### config.mk
export PLATFORM = sky130hd
export DESIGN_NAME = pipe_hazard_ctrl
export DESIGN_NICKNAME = d
export VERILOG_FILES = /design/src/rtl/pipe_pkg.sv /design/src/rtl/pipe_fwd_sel.sv /design/src/rtl/pipe_hazard_ctrl.sv
export SDC_FILE = /design/constraint.sdc
export NUM_CORES = 1
export LEC_CHECK = 0
export ABC_AREA = 0
export BUFFER_PORTS_ARGS = -buffer_cell sky130_fd_sc_hd__buf_2
export CAP_MARGIN = 20
export CORE_UTILIZATION = 47
export CTS_CLUSTER_SIZE = 40
export DETAILED_ROUTE_END_ITERATION = 10
export GPL_TIMING_DRIVEN = 1
export PLACE_DENSITY = 0.77
export SLEW_MARGIN = 20
export SYNTH_ARGS = -nofsm -noshare
export SYNTH_HDL_FRONTEND = slang
export SYNTH_HIERARCHICAL = 1
export SYNTH_SLANG_ARGS = --single-unit
### constraint.sdc
create_clock -name clk -period 2.6 [get_ports clk]
set_clock_uncertainty 0.05 [all_clocks]
set_input_delay 0.52 -clock clk [delete_from_list [all_inputs] [get_ports clk]]
set_output_delay 0.52 -clock clk [all_outputs]
set_load 0.03 [all_outputs]
### src/rtl/pipe_pkg.sv
// Shared definitions for the 5-stage pipeline hazard/forwarding control:
// forwarding select encodings, the XZR register index and the stall FSM states.
package pipe_pkg;

  localparam logic [1:0] FWD_REG = 2'b00;
  localparam logic [1:0] FWD_MEM = 2'b10;
  localparam logic [1:0] FWD_WB  = 2'b01;

  localparam logic [4:0] XZR_IDX = 5'd31;

  typedef enum logic {
    RUN   = 1'b0,
    STALL = 1'b1
  } state_t;

  // XZR reads as zero and discards writes, so it never creates a dependency.
  function automatic logic reg_match(input logic [4:0] dst, input logic [4:0] src);
    return (dst == src) && (dst != XZR_IDX);
  endfunction

endpackage

### src/rtl/pipe_fwd_sel.sv
// Per-operand EX forwarding select: a non-load result in MEM wins over the
// WB value, otherwise the register-file bus is used.
module pipe_fwd_sel
  import pipe_pkg::*;
(
  input  logic [4:0] ex_src,
  input  logic [4:0] mem_rd,
  input  logic       mem_regwrite,
  input  logic       mem_mem2reg,
  input  logic [4:0] wb_rd,
  input  logic       wb_regwrite,
  output logic [1:0] fwd_sel
);

  logic mem_hit;
  logic wb_hit;

  // A load in MEM has no data on the ALU-out bus yet, so it cannot forward.
  assign mem_hit = mem_regwrite && !mem_mem2reg && reg_match(mem_rd, ex_src);
  assign wb_hit  = wb_regwrite && reg_match(wb_rd, ex_src);

  always_comb begin
    fwd_sel = FWD_REG;
    if (mem_hit) begin
      fwd_sel = FWD_MEM;
    end else if (wb_hit) begin
      fwd_sel = FWD_WB;
    end
  end

endmodule

### src/rtl/pipe_hazard_ctrl.sv
// Hazard and sequencing controller for the IF/ID/EX/MEM/WB pipeline: load-use
// stalls, MEM-stage branch flushes, EX forwarding selects and event counters.
module pipe_hazard_ctrl
  import pipe_pkg::*;
#(
  parameter int STALL_CYCLES = 1,
  parameter int CNT_W        = 32
) (
  input  logic             clk,
  input  logic             reset,
  input  logic [4:0]       id_rn,
  input  logic [4:0]       id_rm,
  input  logic             id_uses_rm,
  input  logic [4:0]       ex_rn,
  input  logic [4:0]       ex_rm,
  input  logic [4:0]       ex_rd,
  input  logic             ex_memread,
  input  logic             ex_regwrite,
  input  logic [4:0]       mem_rd,
  input  logic             mem_regwrite,
  input  logic             mem_mem2reg,
  input  logic             mem_branch_taken,
  input  logic [4:0]       wb_rd,
  input  logic             wb_regwrite,
  output logic             pc_write,
  output logic             if_id_write,
  output logic             id_ex_bubble,
  output logic             if_id_flush,
  output logic             id_ex_flush,
  output logic             ex_mem_flush,
  output logic             pc_sel,
  output logic [1:0]       fwd_a,
  output logic [1:0]       fwd_b,
  output logic [CNT_W-1:0] stall_count,
  output logic [CNT_W-1:0] flush_count
);

  localparam logic [2:0] SCNT_LOAD  = 3'(STALL_CYCLES - 1);
  localparam logic       MULTI_STALL = (STALL_CYCLES > 1);

  state_t           state;
  state_t           state_nxt;
  logic [2:0]       scnt;
  logic [2:0]       scnt_nxt;
  logic             hz;
  logic             stall_act;
  logic [1:0]       fwd_a_sel;
  logic [1:0]       fwd_b_sel;
  logic [CNT_W-1:0] stall_cnt_q;
  logic [CNT_W-1:0] flush_cnt_q;

  function automatic logic [CNT_W-1:0] sat_inc(input logic [CNT_W-1:0] cnt);
    return (&cnt) ? cnt : cnt + 1'b1;
  endfunction

  assign hz = ex_memread && ex_regwrite && (ex_rd != XZR_IDX) &&
              ((ex_rd == id_rn) || (id_uses_rm && (ex_rd == id_rm)));

  // The first stall cycle comes straight from hz in RUN; the rest are held
  // by the STALL state. A taken branch cancels the stall outright.
  assign stall_act = !mem_branch_taken && ((state == STALL) || hz);

  pipe_fwd_sel u_fwd_a (
    .ex_src       (ex_rn),
    .mem_rd       (mem_rd),
    .mem_regwrite (mem_regwrite),
    .mem_mem2reg  (mem_mem2reg),
    .wb_rd        (wb_rd),
    .wb_regwrite  (wb_regwrite),
    .fwd_sel      (fwd_a_sel)
  );

  pipe_fwd_sel u_fwd_b (
    .ex_src       (ex_rm),
    .mem_rd       (mem_rd),
    .mem_regwrite (mem_regwrite),
    .mem_mem2reg  (mem_mem2reg),
    .wb_rd        (wb_rd),
    .wb_regwrite  (wb_regwrite),
    .fwd_sel      (fwd_b_sel)
  );

  always_comb begin
    state_nxt = state;
    scnt_nxt  = scnt;
    if (mem_branch_taken) begin
      state_nxt = RUN;
      scnt_nxt  = '0;
    end else begin
      case (state)
        RUN: begin
          if (hz && MULTI_STALL) begin
            state_nxt = STALL;
            scnt_nxt  = SCNT_LOAD;
          end
        end
        STALL: begin
          scnt_nxt = scnt - 3'd1;
          if (scnt == 3'd1) begin
            state_nxt = RUN;
            scnt_nxt  = '0;
          end
        end
        default: begin
          state_nxt = RUN;
          scnt_nxt  = '0;
        end
      endcase
    end
  end

  always_ff @(posedge clk or posedge reset) begin
    if (reset) begin
      state <= RUN;
      scnt  <= '0;
    end else begin
      state <= state_nxt;
      scnt  <= scnt_nxt;
    end
  end

  always_comb begin
    pc_write     = 1'b1;
    if_id_write  = 1'b1;
    id_ex_bubble = 1'b0;
    if_id_flush  = 1'b0;
    id_ex_flush  = 1'b0;
    ex_mem_flush = 1'b0;
    pc_sel       = 1'b0;
    fwd_a        = FWD_REG;
    fwd_b        = FWD_REG;
    if (reset) begin
      // Freeze the PC and hold every pipeline register cleared.
      pc_write     = 1'b0;
      if_id_write  = 1'b0;
      if_id_flush  = 1'b1;
      id_ex_flush  = 1'b1;
      ex_mem_flush = 1'b1;
    end else begin
      pc_write     = !stall_act;
      if_id_write  = !stall_act;
      id_ex_bubble = stall_act;
      if_id_flush  = mem_branch_taken;
      id_ex_flush  = mem_branch_taken;
      ex_mem_flush = mem_branch_taken;
      pc_sel       = mem_branch_taken;
      fwd_a        = fwd_a_sel;
      fwd_b        = fwd_b_sel;
    end
  end

  always_ff @(posedge clk or posedge reset) begin
    if (reset) begin
      stall_cnt_q <= '0;
      flush_cnt_q <= '0;
    end else begin
      if (stall_act) begin
        stall_cnt_q <= sat_inc(stall_cnt_q);
      end
      if (mem_branch_taken) begin
        flush_cnt_q <= sat_inc(flush_cnt_q);
      end
    end
  end

  assign stall_count = stall_cnt_q;
  assign flush_count = flush_cnt_q;

endmodule

==> results of run 1 <==
## synthesized netlist by cell type (4+ instances only)
| master | n | area share, % |
|---|---|---|
| clkbuf_1 | 5 | 0.49 |
| nor2_1 | 25 | 2.4 |
| xor2_1 | 32 | 7.3 |
| nand2_1 | 30 | 2.9 |
| nand3_1 | 32 | 4.2 |
| nand4_1 | 26 | 4.2 |
| inv_1 | 10 | 0.98 |
| xnor2_1 | 53 | 12 |
| nor3b_1 | 5 | 0.98 |
| nor2b_1 | 6 | 0.98 |
| nor3_1 | 13 | 1.7 |
| ha_1 | 4 | 1.3 |
| buf_4 | 5 | 0.98 |
| dfrtp_1 | 68 | 44 |
| and4_1 | 9 | 2.1 |
| and3_1 | 14 | 2.3 |
## worst reg2reg max path: stages, from the launching register on
cell and delay [ns]:
dfrtp_1 0.43, ha_1 0.22, and3_1 0.26, nand2_1 0.11
nor4b_1 0.48, nand2_1 0.19, nor4b_1 0.35, xor2_1 0.17
## cells by family after synthesis
| family | count (synthesis) |
|---|---|
| compound gates | 15 |
| xor+xnor | 85 |
| fa+ha+maj | 4 |
| buf+inv | 21 |
| flops | 68 |
| mux | 4 |
| simple gates | 187 |
## area by class of cell
class | instances | area, sq um
Clock buffer | 10 | 138
Clock inverter | 6 | 95.1
Fill cell | 679 | 3030
Inverter | 10 | 41.3
Multi-Input combinational cell | 295 | 2040
Sequential cell | 68 | 1700
Tap cell | 102 | 128
Timing Repair Buffer | 124 | 636
## cells in the final DEF (no fill, tap or decap), types with 3 or more instances in the layout
| cell | netlist | routed |
|---|---|---|
| a21oi_1 | 3 | 3 |
| and2_1 | 3 | 3 |
| and3_1 | 14 | 14 |
| and4_1 | 9 | 9 |
| buf_2 | 1 | 118 |
| buf_4 | 5 | 6 |
| clkbuf_8 | 0 | 10 |
| dfrtp_1 | 68 | 68 |
| ha_1 | 4 | 4 |
| inv_1 | 10 | 9 |
| mux2_2 | 3 | 3 |
| nand2_1 | 30 | 30 |
| nand2b_1 | 3 | 3 |
| nand3_1 | 32 | 32 |
| nand4_1 | 26 | 26 |
| nor2_1 | 25 | 25 |
| nor2b_1 | 6 | 6 |
| nor3_1 | 13 | 13 |
| nor3b_1 | 5 | 5 |
| o21a_1 | 3 | 3 |
| or3_1 | 3 | 3 |
| xnor2_1 | 53 | 53 |
| xor2_1 | 32 | 32 |
## power by group through the flow
| stage | combinational, uW | clock [uW] | sequential [uW] |
|---|---|---|---|
| detailed placement | 446 | 0 | 1220 |
| floorplan | 175 | 0 | 1330 |
| CTS | 448 | 1040 | 1200 |
| finish | 445 | 1020 | 1200 |
| global route | 481 | 1080 | 1220 |
| global placement | 434 | 0 | 1220 |
## final timing paths
kind	from	end	cells past startpoint
max	ex_rd[0]	id_ex_bubble	7
min in group asynchronous	reset	stall_count[29]	3
min reg2reg	stall_count[29]	stall_count[29]	1
max in group asynchronous	reset	flush_count[0]	3
max reg2reg	stall_count[0]	stall_count[28]	7
min	mem_branch_taken	scnt[2]	2
## through the flow
step           setup slack [ns]  area, sq um
2_1_floorplan            0.0691         3840
3_3_place_gp              0.163         4540
3_5_place_dp              0.119         4540
4_1_cts                   0.144         4780
5_1_grt                 0.00184         4780
6_report                  0.111         4780
## registers in the layout, summed over array words and instances (netlist names)
signal	count
state	1
scnt	3
stall_count	32
flush_count	32
## metal layers
metal | GRT usage, % | vias to the layer above | routed length [um]
met1 | 29.3 | 1558 | 3960
li1 | - | 1596 | -
met2 | 37.4 | 122 | 4360
met3 | 5.42 | 24 | 541
met5 | 0 | - | 0
met4 | 10.2 | 0 | 240
==> metrics.md, run 1 <==
| Metric | Value |
|---|---|
| Status | `finished, final reports clean` |
| Hold Path Class | `in2reg` |
| Row count | `32` |
| Final RePlAce weighted congestion | `0.878` |
| Final core occ | `61.2%` |
| Ys Warns | `6` |
| Combinational share of power | `16.7%` |
| Syn Nets | `432` |
| Placed cell count | `599` |
| Tmin final | `2.49 ns` |
| Synth Area in Simple Gates | `28.2%` |
| Seq cells post-synth | `68` |
| XOR/XNOR Fraction of Synth Area | `19.4%` |
| Tot Pwr | `2670 uW` |
| Clock root cell | `clkbuf_8` |
| Async set or reset register ratio after synthesis | `100%` |
| Synth Area in Adders | `1.30%` |
| Bufs and invs on worst path | `2` |
| Worst setup EP type | `output pin` |
| Syn avg cell area | `9.99 sq um` |
| PortBufs | `118` |
| Via count | `3300` |
| DRC | `0` |
| Int Pwr | `1860 uW` |
| CP delay by family, top | `compound AO/OA/AOI/OAI gates` |
| Hold Buf Count CTS | `0` |
| Full die area | `8530 sq um` |
| DR iter-0 viols | `132` |
| Via density | `5.37` |
| Post-Syn Instances | `384` |
| Layout cells sized above 1 | `30.6%` |
| Final ANT Viol Nets | `0` |
| Cell mode on critical path | `buf_2` |
| Htree depth | `3` |
| Worst Path Arrival | `1.92 ns` |
| Ant. Diodes | `0` |
| Max clock buf depth | `2` |
| Starting Density | `49.2%` |
| Multiplexer share of the synthesized area | `1.14%` |
| Final WL | `9110 um` |
| Max IR drop VDD | `0.411 mV` |
| Final setup viols | `0` |
| Largest family of logic cells by synthesized area | `simple AND/OR/NAND/NOR gates` |
| Net Sw Frac | `30.4%` |
| Drt wl/cell | `14.8 um` |
| Boundary Pins | `119` |
| CP max stage delay | `0.33 ns` |
| DP HPWL | `6680 um` |
| Crit-path cells | `buf_2 -> xor2_1 -> nor4_1 -> a31oi_1 -> a21oi_2 -> and2_1 -> buf_2` |
| Final Slew Violations | `0` |
| Critical path class | `in2out` |
| RSZ-0062 raised after global routing | `false` |
| First-pass GRT wire length | `15700 um` |
| Synth unique cells | `44` |
| Pin slew with the least headroom to its limit | `0.847 ns` |
| Setup TNS | `0 ns` |
| Total track usage | `23.1%` |
| Largest net degree at the start of global routing | `69` |
| Fin. Hold Viols | `0` |
| NetSw | `812 uW` |
| Post_cts resized | `0` |
| Crit share post-route | `95.7%` |
| Post-CTS Setup Inserts | `0` |
| Pwr/cell area | `559 nW/um^2` |
| Clk pwr share | `38.2%` |
| Nets | `556` |
| Slowest cell on crit path | `a21oi_2` |
| Total clock sinks | `68` |
| Die Width | `92.4 um` |
| Register area share after synthesis | `44.3%` |
| EDFF count, synth | `0` |
| Pre-antenna DRT Iters | `4` |
| Hold WS | `0.439 ns` |
| Core area | `7810 sq um` |
| Clk slew on worst S/H paths | `0.08 ns` |
| Maximum fanout along the worst path | `4` |
| Chip Height | `92.4 um` |
| LEAKAGE | `0.00233 uW` |
| Synthesis-to-finish area growth | `24.5%` |
| Inserted Clock Buffers | `9` |
| Grt total ovfl | `0` |
| Post-route insts no fill | `615` |
| Post-Syn Area | `3840 sq um` |
| Slew HR | `43.5%` |
| CTS tree | `built` |
| Vias in the first global route | `3308` |
| Latest clock arrival within the worst-skew pair | `0.36 ns` |
| Startpoint types | `primary input` |
| Area fraction in compound gates after synthesis | `3.03%` |
| Crit path required time | `2.03 ns` |
| FF-to-FF setup slack | `0.29 ns` |
| Initial antenna violation count | `0` |
| Count of maximum capacitance violations | `0` |
| Sequential share of power | `45.1%` |
| Main synth FF type | `dfrtp_1` |
| F_max | `402 MHz` |
No activity file was read; power rests on OpenSTA's default activity.
==> run 2: changes to the inputs <==
CORE_ASPECT_RATIO = 1.25   (was not set)
==> metrics.md, run 2 (synthesis gave the netlist of run 1 again) <==
| Metric | Value |
|---|---|
| Status | `finished, final reports clean` |
| Tmin final | `2.35 ns (-0.139 ns)` |
| Final ANT Viol Nets | `0 (unchanged)` |
| Tot Pwr | `2660 uW (-0.54%)` |
| Max clock buf depth | `2 (unchanged)` |
| Largest net degree at the start of global routing | `69 (unchanged)` |
| Chip Height | `103 um (+12%)` |
| Via density | `5.41 (+0.89%)` |
| Worst Hold Path EP | `flush_count[8]` |
| PortBufs | `118 (unchanged)` |
| DR iter-0 viols | `155 (+17%)` |
| Hold Path Class | `reg2reg` |
| DP HPWL | `6450 um (-3.5%)` |
| Sequential Area | `1700 sq um (unchanged)` |
| Crit path required time | `2.03 ns (about the same)` |
| Fill count | `649 (-4.4%)` |
| Max IR drop VDD | `0.456 mV (+11%)` |
| Worst Path Arrival | `1.78 ns (-0.14 ns)` |
| Fin. Hold Viols | `0 (unchanged)` |
| Vias in the first global route | `3236 (-2.2%)` |
| Commonest non-fill, non-tap cell in the layout | `buf_2` |
| Setup TNS | `0 ns (unchanged)` |
| Synthesis-to-finish area growth | `24.1%` |
| Post-CTS Setup Inserts | `0 (unchanged)` |
| Placed cell count | `591 (-1.3%)` |
| Via count | `3286 (-0.42%)` |
| Multi-input gate area | `2040 sq um (unchanged)` |
| Post-route cell area | `4760 sq um (-0.29%)` |
| Final setup viols | `0 (unchanged)` |
| Startpoint types | `primary input` |
| Crit share post-route | `90.4% (-5.4 points)` |
| Core area | `7840 sq um (+0.38%)` |
| Hold Startpoint | `flush_count[8]` |
| Grt total ovfl | `0 (unchanged)` |
| Clk slew on worst S/H paths | `0.07 ns (about the same)` |
| R2R cell count | `7 (unchanged)` |
| Total track usage | `21.2% (-1.9 points)` |
| Final WL | `8670 um (-4.8%)` |
| Ant. Diodes | `0 (unchanged)` |
| Htree depth | `3 (unchanged)` |
| Total clock sinks | `68 (unchanged)` |
| Worst r2r src | `stall_count[1]` |
| F_max | `426 MHz (+5.9%)` |
| Most frequent cells in the layout | `118 x buf_2, 68 x dfrtp_1, 53 x xnor2_1, 32 x nand3_1, 32 x xor2_1` |
| DRC | `0 (unchanged)` |
| Count of maximum capacitance violations | `0 (unchanged)` |
| Pwr/cell area | `558 nW/um^2 (-0.26%)` |
| Boundary Pins | `119 (unchanged)` |
| RSZ-0062 raised after global routing | `false` |
| Hold Path Stages | `1 (-1)` |
| Area after DPL | `4530 sq um (-0.36%)` |
| Post-route insts no fill | `607 (-1.3%)` |
| Starting Density | `49.0% (-0.19 points)` |
| Initial antenna violation count | `0 (unchanged)` |
| First-pass GRT wire length | `14700 um (-6.2%)` |
| Full die area | `8530 sq um (about the same)` |
| Worst setup EP type | `output pin` |
| Nets | `555 (-0.18%)` |
| Slew HR | `43.6% (about the same)` |
| Hold Buf Count CTS | `0 (unchanged)` |
| Final RePlAce weighted congestion | `0.848 (-3.4%)` |
| Layout cells sized above 1 | `30.5% (-0.14 points)` |
| Setup ws final | `0.250 ns (+0.139 ns)` |
| Inserted Clock Buffers | `9 (unchanged)` |
| Critical path class | `in2out` |
| Row count | `36 (+13%)` |
| Post_cts resized | `0 (unchanged)` |
| Latest clock arrival within the worst-skew pair | `0.34 ns (-0.02 ns)` |
| Final Slew Violations | `0 (unchanged)` |
| LEAKAGE | `0.00232 uW (-0.48%)` |
| CTS tree | `built` |
| FF-to-FF setup slack | `0.37 ns (+0.08 ns)` |
| Clock root cell | `clkbuf_8` |
| Maximum fanout along the worst path | `3 (-1)` |
| Pin slew with the least headroom to its limit | `0.847 ns (-0.000106 ns)` |
| Pre-antenna DRT Iters | `4 (unchanged)` |
| RR Endpoint | `stall_count[28]` |
| DP Worst Slack | `0.211 ns (+0.0921 ns)` |
| Die Width | `82.8 um (-10%)` |
| Drt wl/cell | `14.3 um (-3.5%)` |
## run 2: worst max-delay path by stage
stage	startpoint	to	slack [ns]	depth (start not counted)
floorplan	reset	id_ex_bubble	0.07	2
detailed placement	ex_rd[0]	stall_count[28]	0.21	8
finish	ex_rd[0]	id_ex_bubble	0.25	7
CTS	ex_rd[0]	id_ex_bubble	0.25	7
global route	stall_count[1]	stall_count[28]	0.16	7
global placement	ex_rd[0]	stall_count[28]	0.24	8
## run 2: area by class of cell
| type | instances | area share, % |
|---|---|---|
| Tap cell | 95 | 2.50 |
| Multi-Input combinational cell | 295 | 42.8 |
| Timing Repair Buffer | 123 | 13.2 |
| Clock buffer | 11 | 3.18 |
| Inverter | 10 | 0.867 |
| Clock inverter | 5 | 1.76 |
| Sequential cell | 68 | 35.7 |
## run 2: where the power goes
| group | total, uW | switching, uW | internal, uW |
|---|---|---|---|
| Sequential | 1210 | 94.7 | 1120 |
| Combinational | 445 | 280 | 165 |
| Clock | 998 | 404 | 594 |
## run 2: critical path, stage by stage
cell and delay (ns):
buf_2 0.12, xor2_1 0.15, nor4_1 0.28, a31oi_1 0.14, a21oi_2 0.22, and2_1 0.15, buf_2 0.19
## run 2: per-layer routing
| layer | global-route usage (%) | wire length [um] |
|---|---|---|
| met3 | 3.12 | 327 |
| met4 | 12.1 | 155 |
| met1 | 25.2 | 3720 |
| met5 | 0 | 0 |
| met2 | 37.1 | 4470 |
## run 2: per-stage QoR
stage               hold WS, ns  util [%]
global placement          0.420      57.8
CTS                       0.435      60.8
detailed placement        0.425      57.8
floorplan                 0.437         -
global route              0.450      60.8
finish                    0.430      60.8
==> run 3: changes to the inputs <==
--- a/config.mk
+++ b/config.mk
@@ -11,3 +11,3 @@
 export CORE_ASPECT_RATIO = 1.25
-export CORE_UTILIZATION = 47
+export CORE_UTILIZATION = 30
 export CTS_CLUSTER_SIZE = 40
@@ -15,3 +15,3 @@
 export GPL_TIMING_DRIVEN = 1
-export PLACE_DENSITY = 0.77
+export SKIP_LAST_GASP = 1
 export SLEW_MARGIN = 20
--- a/constraint.sdc
+++ b/constraint.sdc
@@ -4,2 +4,2 @@
 set_output_delay 0.52 -clock clk [all_outputs]
-set_load 0.03 [all_outputs]
+set_load 0.02 [all_outputs]
==> metrics.md, run 3 (synthesis gave the netlist of run 1 again) <==
| Metric | Value |
|---|---|
| Status | `finished, final reports clean` |
| CP max stage delay | `0.29 ns (about the same)` |
| Combinational share of power | `12.6% (-4.2 points)` |
| Final ANT Viol Nets | `0 (unchanged)` |
| Final WL | `9360 um (+7.9%)` |
| Met3 usage | `3.15% (+0.028 points)` |
| Via density | `4.80 (-11%)` |
| Placed cell count | `661 (+12%)` |
| Most frequent cells in the layout | `118 x buf_2, 68 x dfrtp_1, 53 x xnor2_1, 32 x nand3_1, 32 x xor2_1` |
| PortBufs | `118 (unchanged)` |
| Pwr/cell area | `621 nW/um^2 (+11%)` |
| Hold Path Class | `reg2reg` |
| Vias in the first global route | `3134 (-3.2%)` |
| First-pass GRT wire length | `15200 um (+3.3%)` |
| Post_cts resized | `0 (unchanged)` |
| Latest clock arrival within the worst-skew pair | `0.32 ns (-0.02 ns)` |
| DRC | `0 (unchanged)` |
| Final RePlAce weighted congestion | `0.927 (+9.3%)` |
| Core area | `12300 sq um (+57%)` |
| RSZ-0062 raised after global routing | `false` |
| LEAKAGE | `0.00239 uW (+2.9%)` |
| Row count | `45 (+25%)` |
| Startpoint types | `primary input` |
| Tot Pwr | `3100 uW (+17%)` |
| Met2 usage | `25.2% (-12 points)` |
| Final Slew Violations | `0 (unchanged)` |
| Critical path class | `in2out` |
| Inserted Clock Buffers | `9 (unchanged)` |
| Count of maximum capacitance violations | `0 (unchanged)` |
| DP Worst Slack | `0.187 ns (-0.0233 ns)` |
| Post-CTS Setup Inserts | `0 (unchanged)` |
| F_max | `431 MHz (+1.2%)` |
| Commonest non-fill, non-tap cell in the layout | `buf_2` |
| Cell mode on critical path | `buf_2` |
| Nets | `556 (+0.18%)` |
| CTS tree | `built` |
| Via count | `3247 (-1.2%)` |
| Int Pwr | `2320 uW (+24%)` |
| Setup ws final | `0.279 ns (+0.0289 ns)` |
| Hold Path Stages | `1 (unchanged)` |
| Clock root cell | `clkbuf_16` |
| Worst Path Arrival | `1.75 ns (-0.03 ns)` |
| Met1 Use GR | `17.9% (-7.3 points)` |
| Crit path required time | `2.03 ns (about the same)` |
| Fin. Hold Viols | `0 (unchanged)` |
| DP HPWL | `7040 um (+9.1%)` |
| Synthesis-to-finish area growth | `29.9%` |
| Chip Height | `128 um (+25%)` |
| Total clock sinks | `68 (unchanged)` |
| Tmin final | `2.32 ns (-0.0289 ns)` |
| Pre-antenna DRT Iters | `4 (unchanged)` |
| FF-to-FF setup slack | `0.37 ns (about the same)` |
| Full die area | `13300 sq um (+55%)` |
| GR peak layer | `met2` |
| Pin slew with the least headroom to its limit | `0.892 ns (+0.0450 ns)` |
| NetSw | `779 uW (about the same)` |
| Ant. Diodes | `0 (unchanged)` |
| RR Endpoint | `stall_count[28]` |
| Largest net degree at the start of global routing | `69 (unchanged)` |
| Hold Buf Count CTS | `0 (unchanged)` |
| Post-route insts no fill | `677 (+12%)` |
| Boundary Pins | `119 (unchanged)` |
| Htree depth | `3 (unchanged)` |
| Starting Density | `31.1% (-18 points)` |
| Initial antenna violation count | `0 (unchanged)` |
| Crit share post-route | `89.3% (-1.1 points)` |
| Final core occ | `40.4% (-20 points)` |
| Worst Hold Path EP | `stall_count[31]` |
| Maximum fanout along the worst path | `3 (unchanged)` |
| Net Sw Frac | `25.2% (-4.2 points)` |
| Max IR drop VDD | `0.382 mV (-16%)` |
| Slowest cell on crit path | `nor4_1` |
| Grt total ovfl | `0 (unchanged)` |
| Drt wl/cell | `13.8 um (-3.2%)` |
| Worst setup EP type | `output pin` |
| Setup TNS | `0 ns (unchanged)` |
| Clk pwr share | `48.1% (+11 points)` |
| Layout cells sized above 1 | `30.4% (-0.059 points)` |
| DR iter-0 viols | `104 (-33%)` |
| Final setup viols | `0 (unchanged)` |
| R2R cell count | `8 (+1)` |
| Die Width | `103 um (+25%)` |
| Clk slew on worst S/H paths | `0.06 ns (about the same)` |
| Sequential share of power | `39.2% (-6.5 points)` |
| Hold Startpoint | `stall_count[31]` |
| Slew HR | `40.6% (-3.0 points)` |
| Max clock buf depth | `2 (unchanged)` |
| Worst r2r src | `stall_count[0]` |
| Total track usage | `14.6% (-6.6 points)` |
| Crit-path cells | `buf_2 -> xor2_1 -> nor4_1 -> a31oi_1 -> a21oi_2 -> and2_1 -> buf_2` |
[run 3: cell types whose count changed in the layout (fill, tap and decap cells not counted), sizes merged]
cell and delta:
bufinv +2, buf +1, clkbuf -1, clkinvlp -1
[run 3: layer usage]
layer | wire (um) | vias to the layer above | share of wire (%)
li1 | - | 1596 | -
met1 | 4120 | 1571 | 44
met2 | 4810 | 74 | 51
met3 | 337 | 6 | 3.6
met4 | 94 | 0 | 1.0
met5 | 0 | - | 0
[run 3: how the worst max path moves through the flow]
stage,startpoint,to,depth (start not counted)
floorplan,reset,id_ex_bubble,2
global placement,ex_rd[0],stall_count[28],8
detailed placement,ex_rd[0],stall_count[28],8
CTS,ex_rd[0],id_ex_bubble,7
global route,ex_rd[0],id_ex_bubble,7
finish,ex_rd[0],id_ex_bubble,7
[run 3: critical path, delay by kind of cell]
kind	cells	cell delay [ns]
buffers and inverters	2	0.29
AND/OR/NAND/NOR	2	0.43
XOR/XNOR	1	0.16
AO/OA/AOI/OAI	2	0.34
[run 3: area by class of cell]
cell class | instances | area, sq um
fill | 1239 | 7340
clock inverter | 6 | 136
multi-input combinational | 295 | 2040
timing repair buffer | 124 | 636
inverter | 10 | 41.3
tap | 164 | 205
clock buffer | 10 | 229
sequential | 68 | 1700
[run 3: through the flow]
stage,cell area (sq um),hold WS (ns)
5_1_grt,4990,0.461
4_1_cts,4990,0.439
6_report,4990,0.434
2_1_floorplan,3840,0.437
3_3_place_gp,4620,0.418
3_5_place_dp,4620,0.427
[run 3: power by group through the flow]
stage                     clock [uW]  sequential (uW)  combinational [uW]
after global placement             0             1230                 390
final                           1490             1220                 391
after detailed placement           0             1230                 398
after floorplan                    0             1280                 171
after CTS                       1530             1220                 398
after global routing            1580             1230                 435
